**config.mk**
```make
export PLATFORM = sky130hd
export DESIGN_NAME = tk_dmmu
export DESIGN_NICKNAME = d
export VERILOG_FILES = /design/src/rtl/tk_mmu_pkg.sv /design/src/rtl/tk_dmmu_tagram.sv /design/src/rtl/tk_dmmu.sv
export SDC_FILE = /design/constraint.sdc
export NUM_CORES = 1
export LEC_CHECK = 0
export CAP_MARGIN = 30
export CORE_MARGIN = 2
export CORE_UTILIZATION = 50
export CTS_BUF_LIST = sky130_fd_sc_hd__clkbuf_4 sky130_fd_sc_hd__clkbuf_8
export DETAILED_ROUTE_END_ITERATION = 10
export GPL_TIMING_DRIVEN = 0
export PLACE_DENSITY = 0.69
export SKIP_CTS_REPAIR_TIMING = 1
export SLEW_MARGIN = 20
export SYNTH_ARGS = -nofsm -noshare
export SYNTH_HDL_FRONTEND = slang
export SYNTH_SLANG_ARGS = --single-unit
```
**constraint.sdc**
```tcl
create_clock -name clk -period 20.9 [get_ports clk]
set_clock_uncertainty 0.1 [all_clocks]
set_input_delay 3.135 -clock clk [delete_from_list [all_inputs] [get_ports clk]]
set_output_delay 3.135 -clock clk [all_outputs]
set_load 0.03 [all_outputs]
```
**src/rtl/tk_mmu_pkg.sv**
```systemverilog
// Shared types for the data-side MMU.
//   dmmu_state_t : backing-port FSM states
//   wbuf_t       : one-entry write buffer {word address, data}
//   word_align() : clears the byte-offset bits of an address
package tk_mmu_pkg;

  localparam int unsigned WORD_W = 32;

  typedef enum logic [1:0] {
    DM_IDLE = 2'd0,
    DM_WR   = 2'd1,
    DM_RD   = 2'd2
  } dmmu_state_t;

  typedef struct packed {
    logic [WORD_W-1:0] addr;
    logic [WORD_W-1:0] data;
  } wbuf_t;

  function automatic logic [WORD_W-1:0] word_align(input logic [WORD_W-1:0] a);
    return {a[WORD_W-1:2], 2'b00};
  endfunction

endpackage

```
**src/rtl/tk_dmmu_tagram.sv**
```systemverilog
// Direct-mapped, one-word-per-line cache arrays (valid / tag / data).
//   i_clk, i_rst : clock, asynchronous active-high reset (clears valid bits)
//   i_inv        : synchronous clear of all valid bits; beats a same-edge write
//   i_raddr      : word address for the combinational lookup
//   o_hit/o_rdata: lookup result
//   i_we/i_waddr/i_wdata : single write port (fill or store-hit update)
module tk_dmmu_tagram
  import tk_mmu_pkg::*;
#(
  parameter int unsigned IDX_W = 4
) (
  input  logic              i_clk,
  input  logic              i_rst,
  input  logic              i_inv,
  input  logic [WORD_W-1:2] i_raddr,
  output logic              o_hit,
  output logic [WORD_W-1:0] o_rdata,
  input  logic              i_we,
  input  logic [WORD_W-1:2] i_waddr,
  input  logic [WORD_W-1:0] i_wdata
);

  localparam int unsigned LINES = 2 ** IDX_W;
  localparam int unsigned TAG_W = WORD_W - IDX_W - 2;

  logic [LINES-1:0]  r_valid;
  logic [TAG_W-1:0]  r_tag  [LINES];
  logic [WORD_W-1:0] r_data [LINES];

  logic [IDX_W-1:0] w_ridx;
  logic [TAG_W-1:0] w_rtag;
  logic [IDX_W-1:0] w_widx;
  logic [TAG_W-1:0] w_wtag;

  assign w_ridx = i_raddr[IDX_W+1:2];
  assign w_rtag = i_raddr[WORD_W-1:IDX_W+2];
  assign w_widx = i_waddr[IDX_W+1:2];
  assign w_wtag = i_waddr[WORD_W-1:IDX_W+2];

  assign o_hit   = r_valid[w_ridx] && (r_tag[w_ridx] == w_rtag);
  assign o_rdata = r_data[w_ridx];

  always_ff @(posedge i_clk or posedge i_rst) begin
    if (i_rst) begin
      r_valid <= '0;
    end else if (i_inv) begin
      r_valid <= '0;
    end else if (i_we) begin
      r_valid[w_widx] <= 1'b1;
    end
  end

  // Tag/data carry no reset: they are meaningless while valid is clear.
  always_ff @(posedge i_clk) begin
    if (i_we) begin
      r_tag[w_widx]  <= w_wtag;
      r_data[w_widx] <= i_wdata;
    end
  end

endmodule

```
**src/rtl/tk_dmmu.sv**
```systemverilog
// Data-side MMU / cache responder for the core's d_* port.
//   clk, rst          : clock, asynchronous active-high reset
//   d_addr/d_wr_data  : MEM-stage byte address and store data
//   d_rd/d_wr         : load / store request this cycle
//   d_rd_data         : registered load data, valid the cycle after an accepted load
//   d_miss            : access not accepted, core replays
//   d_segfault        : access illegal, never performed
//   seg_base/seg_limit: legal window [base, limit)
//   inv_all           : clear every valid bit at the next edge
//   mem_*             : req/ack backing port, one outstanding request
module tk_dmmu
  import tk_mmu_pkg::*;
#(
  parameter int unsigned IDX_W = 4
) (
  input  logic              clk,
  input  logic              rst,
  input  logic [WORD_W-1:0] d_addr,
  input  logic [WORD_W-1:0] d_wr_data,
  input  logic              d_rd,
  input  logic              d_wr,
  output logic [WORD_W-1:0] d_rd_data,
  output logic              d_miss,
  output logic              d_segfault,
  input  logic [WORD_W-1:0] seg_base,
  input  logic [WORD_W-1:0] seg_limit,
  input  logic              inv_all,
  output logic              mem_req,
  output logic              mem_we,
  output logic [WORD_W-1:0] mem_addr,
  output logic [WORD_W-1:0] mem_wdata,
  input  logic              mem_ack,
  input  logic [WORD_W-1:0] mem_rdata
);

  dmmu_state_t       r_state;
  wbuf_t             r_wb;
  logic              r_wb_valid;
  logic              r_mem_req;
  logic              r_mem_we;
  logic [WORD_W-1:0] r_mem_addr;
  logic [WORD_W-1:0] r_rd_data;

  logic              w_seg;
  logic              w_ld;
  logic              w_st;
  logic              w_free;
  logic              w_conflict;
  logic              w_hit;
  logic [WORD_W-1:0] w_line;
  logic              w_ld_hit;
  logic              w_ld_miss;
  logic              w_st_acc;
  logic              w_fill;
  logic              w_tw_we;
  logic [WORD_W-1:2] w_tw_addr;
  logic [WORD_W-1:0] w_tw_data;

  // Segment check: simultaneous rd+wr and misaligned accesses are illegal too.
  assign w_seg = (d_rd || d_wr) &&
                 ((d_rd && d_wr) || (d_addr[1:0] != 2'b00) ||
                  (d_addr < seg_base) || (d_addr >= seg_limit));

  assign w_ld   = d_rd && !w_seg;
  assign w_st   = d_wr && !w_seg;
  assign w_free = (r_state == DM_IDLE) && !r_wb_valid;

  // A load to the word still sitting in the write buffer waits for the write.
  assign w_conflict = r_wb_valid && (r_wb.addr == word_align(d_addr));

  assign w_ld_hit  = w_ld && w_hit && !w_conflict;
  assign w_ld_miss = w_ld && !w_ld_hit;
  assign w_st_acc  = w_st && w_free;

  assign d_miss     = w_ld_miss || (w_st && !w_free);
  assign d_segfault = w_seg;

  // Fills only complete in RD and stores are only accepted in IDLE, so the
  // two sources of the single write port never collide.
  assign w_fill    = (r_state == DM_RD) && mem_ack;
  assign w_tw_we   = w_fill || (w_st_acc && w_hit);
  assign w_tw_addr = w_fill ? r_mem_addr[WORD_W-1:2] : d_addr[WORD_W-1:2];
  assign w_tw_data = w_fill ? mem_rdata : d_wr_data;

  tk_dmmu_tagram #(
    .IDX_W (IDX_W)
  ) u_tagram (
    .i_clk   (clk),
    .i_rst   (rst),
    .i_inv   (inv_all),
    .i_raddr (d_addr[WORD_W-1:2]),
    .o_hit   (w_hit),
    .o_rdata (w_line),
    .i_we    (w_tw_we),
    .i_waddr (w_tw_addr),
    .i_wdata (w_tw_data)
  );

  always_ff @(posedge clk or posedge rst) begin
    if (rst) begin
      r_rd_data <= '0;
    end else if (w_ld_hit) begin
      r_rd_data <= w_line;
    end
  end

  always_ff @(posedge clk or posedge rst) begin
    if (rst) begin
      r_state    <= DM_IDLE;
      r_wb       <= '0;
      r_wb_valid <= 1'b0;
      r_mem_req  <= 1'b0;
      r_mem_we   <= 1'b0;
      r_mem_addr <= '0;
    end else begin
      unique case (r_state)
        DM_IDLE: begin
          if (w_st_acc) begin
            r_wb       <= '{addr: word_align(d_addr), data: d_wr_data};
            r_wb_valid <= 1'b1;
            r_mem_req  <= 1'b1;
            r_mem_we   <= 1'b1;
            r_mem_addr <= word_align(d_addr);
            r_state    <= DM_WR;
          end else if (w_ld_miss && w_free) begin
            r_mem_req  <= 1'b1;
            r_mem_we   <= 1'b0;
            r_mem_addr <= word_align(d_addr);
            r_state    <= DM_RD;
          end
        end
        DM_WR: begin
          if (mem_ack) begin
            r_wb_valid <= 1'b0;
            r_mem_req  <= 1'b0;
            r_mem_we   <= 1'b0;
            r_state    <= DM_IDLE;
          end
        end
        DM_RD: begin
          if (mem_ack) begin
            r_mem_req <= 1'b0;
            r_state   <= DM_IDLE;
          end
        end
        default: begin
          r_mem_req <= 1'b0;
          r_state   <= DM_IDLE;
        end
      endcase
    end
  end

  assign d_rd_data = r_rd_data;
  assign mem_req   = r_mem_req;
  assign mem_we    = r_mem_we;
  assign mem_addr  = r_mem_addr;
  assign mem_wdata = r_wb.data;

endmodule

```
After elaboration in Yosys (flattened, before gate mapping) --
Memory sizes are Yosys's and may differ from the RTL's. A register that Yosys moved wholly into a read port is not among the register bits. Cells that the tools add are included. Widths: inputs -> output; s select.
Word-level totals: register bits 115, latch bits 0, bits in writable memories 928, memory bits (read-only) 0, input bits 166, memories kept 2
Operators by class: add/subtract/negate cells 0, $mul 0, div/mod/pow operators 0, order comparisons 5, equality and inequality tests 8, shifts and indexed selects 0, muxes and demuxes 25, bitwise gates (word level) 1, reductions and logical operators 38
Memory list:
- u_tagram.r_data | depth 16, width 32, rd ports 1, clocked after Yosys merged registers in 1, write ports 1, line tk_dmmu_tagram.sv:28 | logic [WORD_W-1:0] r_data [LINES];
- u_tagram.r_tag | depth 16, width 26, rd ports 1, clocked after Yosys merged registers in 0, write ports 1, line tk_dmmu_tagram.sv:27 | logic [TAG_W-1:0] r_tag [LINES];
Operators by type and width (number):
- $mux 32 | 3
- $ge 32x32->1 | 1
- $lt 32x32->1 | 1
- $mux 16 | 2
- $eq 30x30->1 | 1
- $mux 30 | 1
- $eq 26x26->1 | 1
- $logic_and 1x1->1 | 16
- $or 16x16->16 | 1
- $lt 4x5->1 const B | 2
- $mux 1 | 10
- $reduce_bool 2->1 | 4
- $logic_or 1x1->1 | 6
- $mux 2 | 3
- $pmux 1 s2 | 3
- $reduce_and 2->1 | 3
- $reduce_and 3->1 | 2
- $logic_not 1->1 | 5
- $bmux 1 s4 | 1
- $demux 1 s4 | 1
- $ge 4x1->1 const B | 1
- $ne 2x2->1 const B | 2
- $pmux 2 s2 | 1
- $ne 3x2->1 const B | 1
- other kinds (5) | 5

Logic depth before layout (Yosys ltp) --
depth after elaboration 15, depth in mapped cells 18

Modules after synthesis --
Synthesis repeated with hierarchy kept, for this count alone.
Second synthesis, totals: cell total of the unflattened synthesis 2231, area total of the unflattened synthesis 44303.7 um^2
By module, submodules not included:
- tk_dmmu_tagram | instances 1, cells each 1556, area each 36421.2 um^2, seq. area each 28267.1 um^2
- tk_dmmu | instances 1, cells each 675, area each 7882.6 um^2, seq. area each 3228.1 um^2

Least setup slack after synthesis --
No wires, ideal clock.
path type input to register, start in d_addr[2], end mem u_tagram.r_data[13][0], enable pin, arrival time 9996 ps, slack 10243 ps, stages 12, path buffers 5, path through buf_4 buf_6 buf_4 buf_6 nor2_2 a221oi_1 xor2_1 or4_1 a2111oi_2 nand4bb_1 clkbuf_1 o31ai_1
On the way: longest elaborated chain between the ends 11
RTL lines:
- start: declaration | line tk_dmmu.sv:18 | input logic [WORD_W-1:0] d_addr,
- $lt 32x32->1 | line tk_dmmu.sv:62 | (d_addr < seg_base) || (d_addr >= seg_limit));
- $logic_or 1x1->1 | line tk_dmmu.sv:61 | ((d_rd && d_wr) || (d_addr[1:0] != 2'b00) ||
- $logic_or 1x1->1 | line tk_dmmu.sv:62
- $logic_and 1x1->1 | line tk_dmmu.sv:60 | assign w_seg = (d_rd || d_wr) &&
- $logic_not 1->1 | line tk_dmmu.sv:65 | assign w_st = d_wr && !w_seg;
- $logic_and 1x1->1 | line tk_dmmu.sv:65
- $logic_and 1x1->1 | line tk_dmmu.sv:73 | assign w_st_acc = w_st && w_free;
- $logic_and 1x1->1 | line tk_dmmu.sv:81 | assign w_tw_we = w_fill || (w_st_acc && w_hit);
- $logic_or 1x1->1 | line tk_dmmu.sv:81
- $mux 1 | line tk_dmmu_tagram.sv:55 | if (i_we) begin
- $mux 1 (not written as such) | line tk_dmmu_tagram.sv:57 | r_data[w_widx] <= i_wdata;
- end: declaration | line tk_dmmu_tagram.sv:28
Parallel ways exist; a longest one is shown, timed or not. The select of a mux whose other input is x is not followed.

Worst setup path after layout --
start in d_addr[5], end out d_miss
On the way: longest elaborated chain between the ends 11
RTL lines:
- $lt 32x32->1 | line tk_dmmu.sv:62
- $logic_or 1x1->1 | line tk_dmmu.sv:61
- $logic_or 1x1->1 | line tk_dmmu.sv:62
- $logic_and 1x1->1 | line tk_dmmu.sv:60
- $logic_not 1->1 | line tk_dmmu.sv:64, tk_dmmu.sv:65
- $logic_and 1x1->1 | line tk_dmmu.sv:64 | assign w_ld = d_rd && !w_seg;
- $logic_and 1x1->1 (2 in a row) | line tk_dmmu.sv:71 | assign w_ld_hit = w_ld && w_hit && !w_conflict;
- $logic_not 1->1 | line tk_dmmu.sv:72 | assign w_ld_miss = w_ld && !w_ld_hit;
- $logic_and 1x1->1 | line tk_dmmu.sv:72
- $logic_or 1x1->1 (*) | line tk_dmmu.sv:75 | assign d_miss = w_ld_miss || (w_st && !w_free);
- end: declaration | line tk_dmmu.sv:23 | output logic d_miss,
Every way passes the cells marked *; elsewhere a longest branch is shown, timed or not. The select of a mux whose other input is x is not followed.

==> impl_metrics.yaml <==
sta:
  timing_hold_violations_final: 0
  maxSlewViolCount: 0
  grt_setup_unrepaired: "no"
  final-setup-viol-count: 0
  fin_crit_sh: 0.5685
  fin_crit_ns: 11.88
  finalSetupTns_ns: 0
  max_freq_ghz: 0.08417
  holdWs_ns: 0.4052
  tightest_slew_ns: 1.101
  maxSlewHeadroom: 0.2657
floorplan:
  io_pins: 266
  start_util: 0.5068
  die_x_um: 303.8
  die-area_um2: 92260
  std_cell_rows: 109
  die_y_um: 303.8
  core-area_um2: 88650
synthesis:
  avgSynthCellArea_um2: 18.34
  synth_top_area_frac: 0.6203
  synth-edff-count: 928
  ys_top_cells_by_count: "edfxtp_1, nand2_1, mux4_2"
  synth_cell_types: 75
  async_flop_share: 0.1351
  synthTopCellsByArea: "edfxtp_1, mux4_2, dfrtp_1, mux2_2, nand2_1"
  yosys.area_share.simple: 0.03885
  synth_ff_type: "edfxtp_1"
  synth_mux_area_frac: 0.1752
  synth-xor-area-share: 0.01150
  syn-cell-area_um2: 44930
  ys_seq_area_frac: 0.7011
  synth_top_family_by_area: "multiplexers"
  yosysTopAreaCell: "edfxtp_1"
  yosysMostFrequentCell: "edfxtp_1"
  synth-compound-area-share: 0.02752
  yosys_warnings: 0
  postSynthCellCount: 2449
  ys_seq_elements: 1073
  synthAdderAreaFrac: 0.01838
clock_tree:
  cts_buffers: 166
  cts_tree: "done"
  clock-sinks: 1073
  clk_pin_slew_ns: 0.06
  h-tree-depth: 4
  clockRootBuffer: "clkbuf_8"
  clock_path_buffers: 3
  insertion_delay_ns: 0.84
worst_setup_path:
  path_cells: "clkdlybuf4s50_1 -> clkbuf_1 -> buf_4 -> buf_4 -> buf_2 -> clkbuf_1 -> mux4_2 -> nand2_1 -> a31oi_1 -> xnor2_1 -> nand3_1 -> nor4_1 -> a21boi_0 -> o21ba_2 -> clkdlybuf4s50_1"
  critPathMaxFanout: 10
  critPathBufInv: 7
  crit_type: "in -> out"
  cp_slowest_stage_delay_ns: 0.63
  critical_path_required_ns: 17.67
  arrival_ns: 8.65
  critPathTopFamily: "buffers and inverters"
  critPathSlowestCell: "clkbuf_1"
  worst_setup_path_end_kind: "output pin"
  critPathLaunchType: "input pin"
hold_path:
  hold_path.class: "reg -> reg"
global_route:
  grt_max_degree: 84
  grt_pass1_wl_um: 180100
  grt_pass1_vias: 26725
  antenna_found_initial: 3
  grt_overflow: 0
  grtUsageTotal: 0.2710
routing:
  drc: 0
  final_antenna_net_count: 0
  drt-initial-drc-count: 3178
  drtPass1Iterations: 8
  drt_wl_total_um: 124300
  wire_per_inst_um: 28.91
  vias: 25687
  routed_via_density: 5.975
power:
  cellPowerDensity_nw_per_um2: 94.63
  fin_total_pwr_w: 0.005181
  p_switching_w: 0.001348
  internal_power_w: 0.003832
  p_leak_nw: 19.57
  clkPwrFrac: 0.349
  pwr-share-seq: 0.495
  p_sw_frac: 0.2602
  peakVddDrop_v: 0.00007375
  power_frac_comb: 0.156
run:
  maxCapViolCount: 0
placed_design:
  dp.cells: 3986
  dp_hpwl_um: 85370
  place_congestion: 0.9181
  io_buffers: 262
final_layout:
  multi_input_area_um2: 12400
  nets: 3224
  register_area_um2: 31500
  final_cells: 4299
  area_growth_pct: 21.86
  drive_gt1_frac: 0.2847
  fin_util: 0.6176
  fillers: 6211
outcome:
  status: "complete, no violations"
==> state kept, by name (all words and copies together) (netlist names) <==
register / cells
r_state: 2
u_tagram.r_data: 512
mem_req: 1
u_tagram.r_valid: 16
r_wb_valid: 1
mem_addr: 30
r_wb: 30
mem_we: 1
d_rd_data: 32
mem_wdata: 32
u_tagram.r_tag: 416
==> placed cells by master, fill, tap and decap left out, types with 32 or more instances in the layout <==
master / netlist / final
a21oi_1: 41 / 41
buf_16: 0 / 41
buf_4: 48 / 49
buf_6: 11 / 42
buf_8: 0 / 37
clkbuf_1: 55 / 53
clkbuf_4: 0 / 66
clkbuf_8: 0 / 189
clkdlybuf4s50_1: 0 / 262
dfrtp_1: 145 / 145
edfxtp_1: 928 / 928
ha_1: 66 / 66
inv_1: 71 / 70
mux2_2: 125 / 125
mux2_4: 32 / 32
mux2i_1: 62 / 62
mux4_2: 223 / 223
nand2_1: 236 / 236
nor2_1: 39 / 39
==> routing by layer <==
metal | global-route usage | share of wire | vias to the layer above
met2 | 0.4407 | 0.49 | 1491
li1 | - | - | 10781
met5 | 0 | 0.00010 | -
met1 | 0.3578 | 0.39 | 13148
met3 | 0.06481 | 0.090 | 265
met4 | 0.1015 | 0.032 | 2
==> power by group through the flow <==
stage / clock [W] / combinational, W / sequential, W
floorplan: 0 / 0.000424 / 0.00264
global placement: 0 / 0.000765 / 0.00261
detailed placement: 0 / 0.000804 / 0.00261
CTS: 0.00183 / 0.000808 / 0.00256
global route: 0.00192 / 0.000854 / 0.00257
finish: 0.00181 / 0.000809 / 0.00257
==> metrics by stage <==
step	worst slack, ns	instance area (um2)
2_1_floorplan	10.24	44930
3_3_place_gp	1.373	49010
3_5_place_dp	9.111	51250
4_1_cts	9.078	54720
5_1_grt	8.757	54750
6_report	9.019	54750
==> cells by family (layout without fill, tap and decap cells) <==
| kind of cell | Yosys count | in the layout |
|---|---|---|
| simple gates | 385 | 385 |
| buf+inv | 229 | 912 |
| flops | 1073 | 1073 |
| other cells | 1 | 3 |
| fa+ha+maj | 66 | 66 |
| xor+xnor | 59 | 59 |
| compound gates | 181 | 181 |
| mux | 455 | 455 |
==> cell type report <==
type / count / share of cell area
inverters: 72 / 0.005074
repair buffers: 374 / 0.08563
multi-input cells: 1148 / 0.2265
plain buffers: 157 / 0.01757
well taps: 1165 / 0.02662
diodes: 1 / 0.00004571
flip-flops and latches: 1073 / 0.5753
clock buffers: 255 / 0.05656
clock inverters: 54 / 0.006719
==> path summary, 6_finish.rpt <==
path                       cells after the start                      to  slack, ns                   from
max in group asynchronous                      3           d_rd_data[23]      17.18                    rst
max reg2reg                                   16  u_tagram.r_data[4][21]      14.97  u_tagram.r_tag[0][12]
min reg2reg                                    1           mem_wdata[31]       0.41          mem_wdata[31]
max                                           15                  d_miss       9.02              d_addr[5]
min                                            1           mem_wdata[31]       0.41          mem_wdata[31]
min in group asynchronous                      2            mem_addr[14]       2.65                    rst
(Power assumes the default switching activity.)
